**config.mk**
```make
export PLATFORM = sky130hd
export DESIGN_NAME = fetch_queue
export DESIGN_NICKNAME = d
export VERILOG_FILES = /design/src/rtl/fetch_queue_pkg.sv /design/src/rtl/fetch_fifo.sv /design/src/rtl/fetch_queue.sv
export SDC_FILE = /design/constraint.sdc
export NUM_CORES = 1
export LEC_CHECK = 0
export ABC_AREA = 1
export BUFFER_PORTS_ARGS = -buffer_cell sky130_fd_sc_hd__buf_2
export CORE_UTILIZATION = 45
export DETAILED_ROUTE_END_ITERATION = 6
export PLACE_DENSITY = 0.72
export REMOVE_ABC_BUFFERS = 1
export SYNTH_ARGS = -nofsm -noshare
export SYNTH_HDL_FRONTEND = slang
export SYNTH_SLANG_ARGS = --single-unit
```
**constraint.sdc**
```tcl
create_clock -name clk_in -period 56.7 [get_ports clk_in]
set_clock_uncertainty 0.15 [all_clocks]
set_input_delay 17.01 -clock clk_in [delete_from_list [all_inputs] [get_ports clk_in]]
set_output_delay 17.01 -clock clk_in [all_outputs]
set_load 0.02 [all_outputs]
```
**src/rtl/fetch_queue_pkg.sv**
```systemverilog
// Shared fetch front-end types: decode action encoding,
// the fetch-to-decode bundle and the reset PC.
package fetch_queue_pkg;

  typedef enum logic [1:0] {
    FA_DEQUEUE  = 2'd0,
    FA_STALL    = 2'd1,
    FA_REDIRECT = 2'd2
  } fetch_action_e;

  localparam int F2D_XLEN = 32;

  localparam logic [F2D_XLEN-1:0] FETCH_RESET_PC = '0;

  typedef struct packed {
    logic [F2D_XLEN-1:0] pc;
    logic [31:0]         inst;
    logic                is_valid;
  } f2d_t;

endpackage

```
**src/rtl/fetch_fifo.sv**
```systemverilog
// Synchronous power-of-two FIFO holding {pc, inst} entries,
// with single-cycle flush and a registered head.
module fetch_fifo #(
  parameter int WIDTH = 64,
  parameter int DEPTH = 4,
  localparam int AW = $clog2(DEPTH),
  localparam int CW = AW + 1
) (
  input  logic             clk_in,
  input  logic             rst_in,
  input  logic             push_in,
  input  logic             pop_in,
  input  logic             flush_in,
  input  logic [WIDTH-1:0] data_in,
  output logic [WIDTH-1:0] head_out,
  output logic [CW-1:0]    count_out
);

  logic [DEPTH-1:0][WIDTH-1:0] mem_q, mem_d;
  logic [AW-1:0] wr_ptr_q, wr_ptr_d;
  logic [AW-1:0] rd_ptr_q, rd_ptr_d;
  logic [CW-1:0] count_q, count_d;
  logic          push_ok;
  logic          pop_ok;

  always_comb begin
    mem_d    = mem_q;
    wr_ptr_d = wr_ptr_q;
    rd_ptr_d = rd_ptr_q;
    count_d  = count_q;
    push_ok  = push_in & (count_q != CW'(DEPTH));
    pop_ok   = pop_in & (count_q != '0);
    if (flush_in) begin
      wr_ptr_d = '0;
      rd_ptr_d = '0;
      count_d  = '0;
    end else begin
      if (push_ok) begin
        mem_d[wr_ptr_q] = data_in;
        wr_ptr_d = wr_ptr_q + 1'b1;
      end
      if (pop_ok) begin
        rd_ptr_d = rd_ptr_q + 1'b1;
      end
      count_d = count_q + CW'(push_ok) - CW'(pop_ok);
    end
  end

  always_ff @(posedge clk_in or posedge rst_in) begin
    if (rst_in) begin
      mem_q    <= '0;
      wr_ptr_q <= '0;
      rd_ptr_q <= '0;
      count_q  <= '0;
    end else begin
      mem_q    <= mem_d;
      wr_ptr_q <= wr_ptr_d;
      rd_ptr_q <= rd_ptr_d;
      count_q  <= count_d;
    end
  end

  assign head_out  = mem_q[rd_ptr_q];
  assign count_out = count_q;

endmodule

```
**src/rtl/fetch_queue.sv**
```systemverilog
// Instruction-fetch front end: credit-limited issue, fixed-latency
// shadow pipeline for in-flight reads, and the decode-side queue.
module fetch_queue
  import fetch_queue_pkg::*;
#(
  parameter int XLEN = 32,
  parameter int IADDR_W = 14,
  parameter int DEPTH = 4,
  parameter int READ_LAT = 1,
  parameter logic [XLEN-1:0] RESET_PC = XLEN'(FETCH_RESET_PC),
  localparam int CW = $clog2(DEPTH) + 1
) (
  input  logic               clk_in,
  input  logic               rst_in,
  input  fetch_action_e      fetch_action_in,
  input  logic [XLEN-1:0]    redirect_pc_in,
  output logic               pmem_req_out,
  output logic [IADDR_W-1:0] pmem_addr_out,
  input  logic [31:0]        pmem_data_in,
  output logic               f2d_valid_out,
  output logic [XLEN-1:0]    f2d_pc_out,
  output logic [31:0]        f2d_inst_out,
  output logic [CW-1:0]      count_out
);

  localparam int SW = $clog2(DEPTH + READ_LAT + 1) + 1;
  localparam int FW = XLEN + 32;

  logic [XLEN-1:0] fetch_pc_q, fetch_pc_d;
  logic [READ_LAT-1:0] sh_vld_q, sh_vld_d;
  logic [READ_LAT-1:0][XLEN-1:0] sh_pc_q, sh_pc_d;

  logic          is_redir;
  logic          is_deq;
  logic [SW-1:0] inflight;
  logic          credit;
  logic          req;
  logic          push;
  logic          pop;
  logic [FW-1:0] head;
  logic [CW-1:0] fifo_count;

  always_comb begin
    is_redir = 1'b0;
    is_deq   = 1'b0;
    unique case (1'b1)
      (fetch_action_in == FA_REDIRECT): is_redir = 1'b1;
      (fetch_action_in == FA_DEQUEUE):  is_deq   = 1'b1;
      default: ;
    endcase
  end

  always_comb begin
    inflight = '0;
    for (int i = 0; i < READ_LAT; i++) begin
      inflight = inflight + SW'(sh_vld_q[i]);
    end
  end

  // Same-cycle pops are not credited: occupancy is the registered count.
  assign credit = (SW'(fifo_count) + inflight) < SW'(DEPTH);
  assign req    = credit & ~is_redir & ~rst_in;
  assign push   = sh_vld_q[READ_LAT-1] & ~is_redir;
  assign pop    = is_deq & (fifo_count != '0);

  always_comb begin
    fetch_pc_d = fetch_pc_q;
    if (is_redir) begin
      fetch_pc_d = redirect_pc_in & ~XLEN'(3);
    end else if (req) begin
      fetch_pc_d = fetch_pc_q + XLEN'(4);
    end
  end

  always_comb begin
    sh_vld_d    = sh_vld_q;
    sh_pc_d     = sh_pc_q;
    sh_vld_d[0] = req;
    sh_pc_d[0]  = fetch_pc_q;
    for (int i = 1; i < READ_LAT; i++) begin
      sh_vld_d[i] = sh_vld_q[i-1];
      sh_pc_d[i]  = sh_pc_q[i-1];
    end
    if (is_redir) begin
      sh_vld_d = '0;
    end
  end

  always_ff @(posedge clk_in or posedge rst_in) begin
    if (rst_in) begin
      fetch_pc_q <= RESET_PC;
      sh_vld_q   <= '0;
      sh_pc_q    <= '0;
    end else begin
      fetch_pc_q <= fetch_pc_d;
      sh_vld_q   <= sh_vld_d;
      sh_pc_q    <= sh_pc_d;
    end
  end

  fetch_fifo #(
    .WIDTH (FW),
    .DEPTH (DEPTH)
  ) u_fifo (
    .clk_in    (clk_in),
    .rst_in    (rst_in),
    .push_in   (push),
    .pop_in    (pop),
    .flush_in  (is_redir),
    .data_in   ({sh_pc_q[READ_LAT-1], pmem_data_in}),
    .head_out  (head),
    .count_out (fifo_count)
  );

  assign pmem_req_out  = req;
  assign pmem_addr_out = rst_in ? '0 : fetch_pc_q[IADDR_W+1:2];
  assign count_out     = fifo_count;
  assign f2d_valid_out = fifo_count != '0;
  assign f2d_pc_out    = f2d_valid_out ? head[FW-1:32] : '0;
  assign f2d_inst_out  = f2d_valid_out ? head[31:0] : '0;

endmodule

```
==> impl_metrics.sql <==
INSERT INTO impl_metrics (metric_group, metric, value, unit) VALUES
('outcome', 'run_status', 'completed', ''),
('grt', 'grt_antenna_before_repair', '0', ''),
('clocking', 'cts_tree', 'done', ''),
('die', 'floorplan.die.width', '183', 'um'),
('synth', 'synth.area.top_cells', 'sky130_fd_sc_hd__dfrtp_1 53%, sky130_fd_sc_hd__nand2_1 10%, sky130_fd_sc_hd__nor2_1 8.3%', ''),
('synth', 'synthesis.area_per_instance', '8.05', 'sq um'),
('min_path', 'hold_class', 'flop to flop', ''),
('die', 'std_cell_rows', '66', ''),
('routing', 'route.vias.total', '12300', ''),
('die', 'die_y', '183', 'um'),
('clocking', 'cts_inserted_buffers', '35', ''),
('grt', 'grt_pass1_vias', '11700', ''),
('routing', 'drt-pass1-iter-count', '5', ''),
('routing', 'wire_per_inst', '15.2', 'um'),
('routing', 'totalWireLength', '36300', 'um'),
('grt', 'total_track_usage', '22.0', '%'),
('sta', 'worst_slew_pin_slew', '1.13', 'ns'),
('sta', 'maximum_frequency_from_static_timing_analysis', '27.8', 'MHz'),
('sta', 'setup_viol_count_final', '0', ''),
('power_and_ir_drop', 'cellPowerDensity', '61.1', 'nW/um^2'),
('critical_path', 'timing_worst_setup_path_type', 'input port to output port', ''),
('synth', 'synth_largest_type_area_fraction', '53.4', '%'),
('critical_path', 'worstSetupEndpointType', 'output port', ''),
('synth', 'synth_seq_area_share', '53.4', '%'),
('synth', 'mux_cell_area_share_after_synthesis', '0', '%'),
('die', 'ioPinCount', '151', ''),
('die', 'core', '32500', 'sq um'),
('clocking', 'htreeDepth', '2', ''),
('clocking', 'post_cts_buffers', '0', ''),
('synth', 'dominant_cell_by_count_in_the_synthesized_netlist', 'sky130_fd_sc_hd__nand2_1', ''),
('finish', 'finish.net_count', '2000', ''),
('placed_design', 'dpl_worst_slack', '20.69', 'ns'),
('sta', 'min_period_over_period', '63.5', '%'),
('synth', 'synth_top_family_by_area', 'simple AND/OR/NAND/NOR gates', ''),
('synth', 'synth_xor_xnor_area_share', '0', '%'),
('clocking', 'clockBufferDepth', '3', ''),
('routing', 'detail_route.iter0.violations', '949', ''),
('synth', 'ys_top_cells_by_count', '400 x sky130_fd_sc_hd__nand2_1, 329 x sky130_fd_sc_hd__nor2_1, 316 x sky130_fd_sc_hd__dfrtp_1', ''),
('critical_path', 'crit_required', '39.54', 'ns'),
('routing', 'drc', '0', ''),
('clocking', 'path_clk_slew', '0.06', 'ns'),
('critical_path', 'worst_r2r_startpoint', 'u_fifo.rd_ptr_q[0]', ''),
('power_and_ir_drop', 'fin_total_pwr', '1020', 'uW'),
('sta', 'post-route-min-period', '36.03', 'ns'),
('synth', 'ys_types', '33', ''),
('critical_path', 'r2r-end', 'u_fifo.rd_ptr_q[1]', ''),
('power_and_ir_drop', 'power.static_leakage', '0.00818', 'uW'),
('placed_design', 'placement.io_buffers', '146', ''),
('critical_path', 'setup.reg_to_reg.worst_slack', '53.82', 'ns'),
('synth', 'synth-simple-area-share', '21.7', '%'),
('finish', 'final_util', '51.4', '%'),
('finish', 'final_layout_size_suffix_gt1_share', '13.2', '%'),
('sta', 'timing.setup.tns', '0', 'ns'),
('finish', 'layout.cell_area.non_filler', '16700', 'sq um'),
('power_and_ir_drop', 'ir_drop', '0.0299', 'mV'),
('finish', 'areaGrowthSynthToFinish', '12.7', '%'),
('sta', 'grt_setup_unrepaired', 'no', ''),
('min_path', 'timing.hold.worst_path_depth', '0', ''),
('die', 'die-area', '33700', 'sq um'),
('synth', 'synth-compound-area-share', '16.3', '%'),
('placed_design', 'dpl-instance-area', '15500', 'sq um'),
('clocking', 'clock-sinks', '316', ''),
('clocking', 'clk_root_buffer_cell', 'sky130_fd_sc_hd__clkbuf_16', ''),
('synth', 'synth.yosys.warnings', '0', ''),
('sta', 'max_slew_violation_total_from_the_final_report', '0', ''),
('critical_path', 'cp_data_arrival_time', '18.87', 'ns'),
('placed_design', 'gp_routability_congestion', '0.838', ''),
('synth', 'syn-instance-count', '1840', ''),
('routing', 'drt-vias-per-instance', '5.15', ''),
('synth', 'postSynthRegisterBits', '316', ''),
('sta', 'post-route-worst-setup-slack', '20.67', 'ns');
sequential cells by signal, indices dropped and copies added, names as in the netlist:
signal,count
u_fifo.count_out,3
fetch_pc_q,30
u_fifo.mem_q,248
sh_vld_q,1
u_fifo.rd_ptr_q,2
sh_pc_q,30
u_fifo.wr_ptr_q,2
report_power, final:
| group | switching (uW) | total [uW] | internal, uW |
|---|---|---|---|
| clock network | 91.1 | 229 | 138 |
| registers | 64.0 | 384 | 320 |
| logic | 275 | 407 | 133 |
cell type report:
class / instances / area, sq um
fill: 3097 / 15800
clock buffer: 47 / 992
multi-input combinational: 1290 / 5750
timing repair buffer: 159 / 828
inverter: 121 / 468
sequential: 316 / 7910
clock inverter: 17 / 189
tap: 442 / 553
metal layers:
layer	up-vias	part of all wire [%]	track usage (%)
met4	0	1.8	5.77
met5	-	0	0
li1	6081	-	-
met3	56	4.9	2.79
met1	5832	47	30.8
met2	347	47	36.2
critical path, cell delays in order:
cell and delay (ns):
sky130_fd_sc_hd__buf_2 0.07, sky130_fd_sc_hd__inv_1 0.04, sky130_fd_sc_hd__nand2_2 0.76, sky130_fd_sc_hd__nand3_2 0.22
sky130_fd_sc_hd__nor2_2 0.49, sky130_fd_sc_hd__buf_2 0.27
kinds of logic (layout without fill, tap and decap cells):
logic type | after synthesis | in the layout
other | 1 | 2
AO/OA/AOI/OAI | 473 | 473
adder cells (fa/ha/maj) | 9 | 9
flip-flops | 316 | 316
AND/OR/NAND/NOR | 806 | 806
buffers and inverters | 235 | 344
through the flow:
stage          hold slack (ns)  std cells
6_report                 0.279       2392
5_1_grt                  0.294       2392
4_1_cts                  0.285       2392
3_5_place_dp             0.271       2328
3_3_place_gp             0.265       2328
2_1_floorplan            0.244       1727
worst max-delay path by stage:
| stage | startpoint | end | slack (ns) | cells after the start |
|---|---|---|---|---|
| final | fetch_action_in[0] | pmem_req_out | 20.67 | 6 |
| after global routing | fetch_action_in[0] | pmem_req_out | 20.49 | 6 |
| after CTS | fetch_action_in[0] | pmem_req_out | 20.66 | 6 |
| after detailed placement | fetch_action_in[0] | pmem_req_out | 20.69 | 6 |
| after global placement | fetch_action_in[0] | pmem_req_out | 20.66 | 6 |
| after floorplan | rst_in | pmem_req_out | 14.61 | 3 |
cells in the final DEF, fill, tap and decap left out, types with 3 or more instances in the layout:
master,instances
sky130_fd_sc_hd__nand2_1,400
sky130_fd_sc_hd__nor2_1,329
sky130_fd_sc_hd__dfrtp_1,314
sky130_fd_sc_hd__o21ai_1,202
sky130_fd_sc_hd__o21ai_0,185
sky130_fd_sc_hd__buf_2,146
sky130_fd_sc_hd__inv_1,114
sky130_fd_sc_hd__a21oi_1,70
sky130_fd_sc_hd__nand3_1,49
sky130_fd_sc_hd__clkbuf_16,36
sky130_fd_sc_hd__buf_4,13
sky130_fd_sc_hd__nor2_2,10
sky130_fd_sc_hd__clkinv_2,8
sky130_fd_sc_hd__ha_1,8
sky130_fd_sc_hd__o21ai_2,7
sky130_fd_sc_hd__clkbuf_1,6
sky130_fd_sc_hd__clkbuf_8,5
sky130_fd_sc_hd__inv_2,4
sky130_fd_sc_hd__nand2_4,4
sky130_fd_sc_hd__o21a_1,4
sky130_fd_sc_hd__clkinvlp_4,4
sky130_fd_sc_hd__nand2_2,3
sky130_fd_sc_hd__nor2_4,3
sky130_fd_sc_hd__bufinv_16,3
No activity file was read; power rests on OpenSTA's default activity.
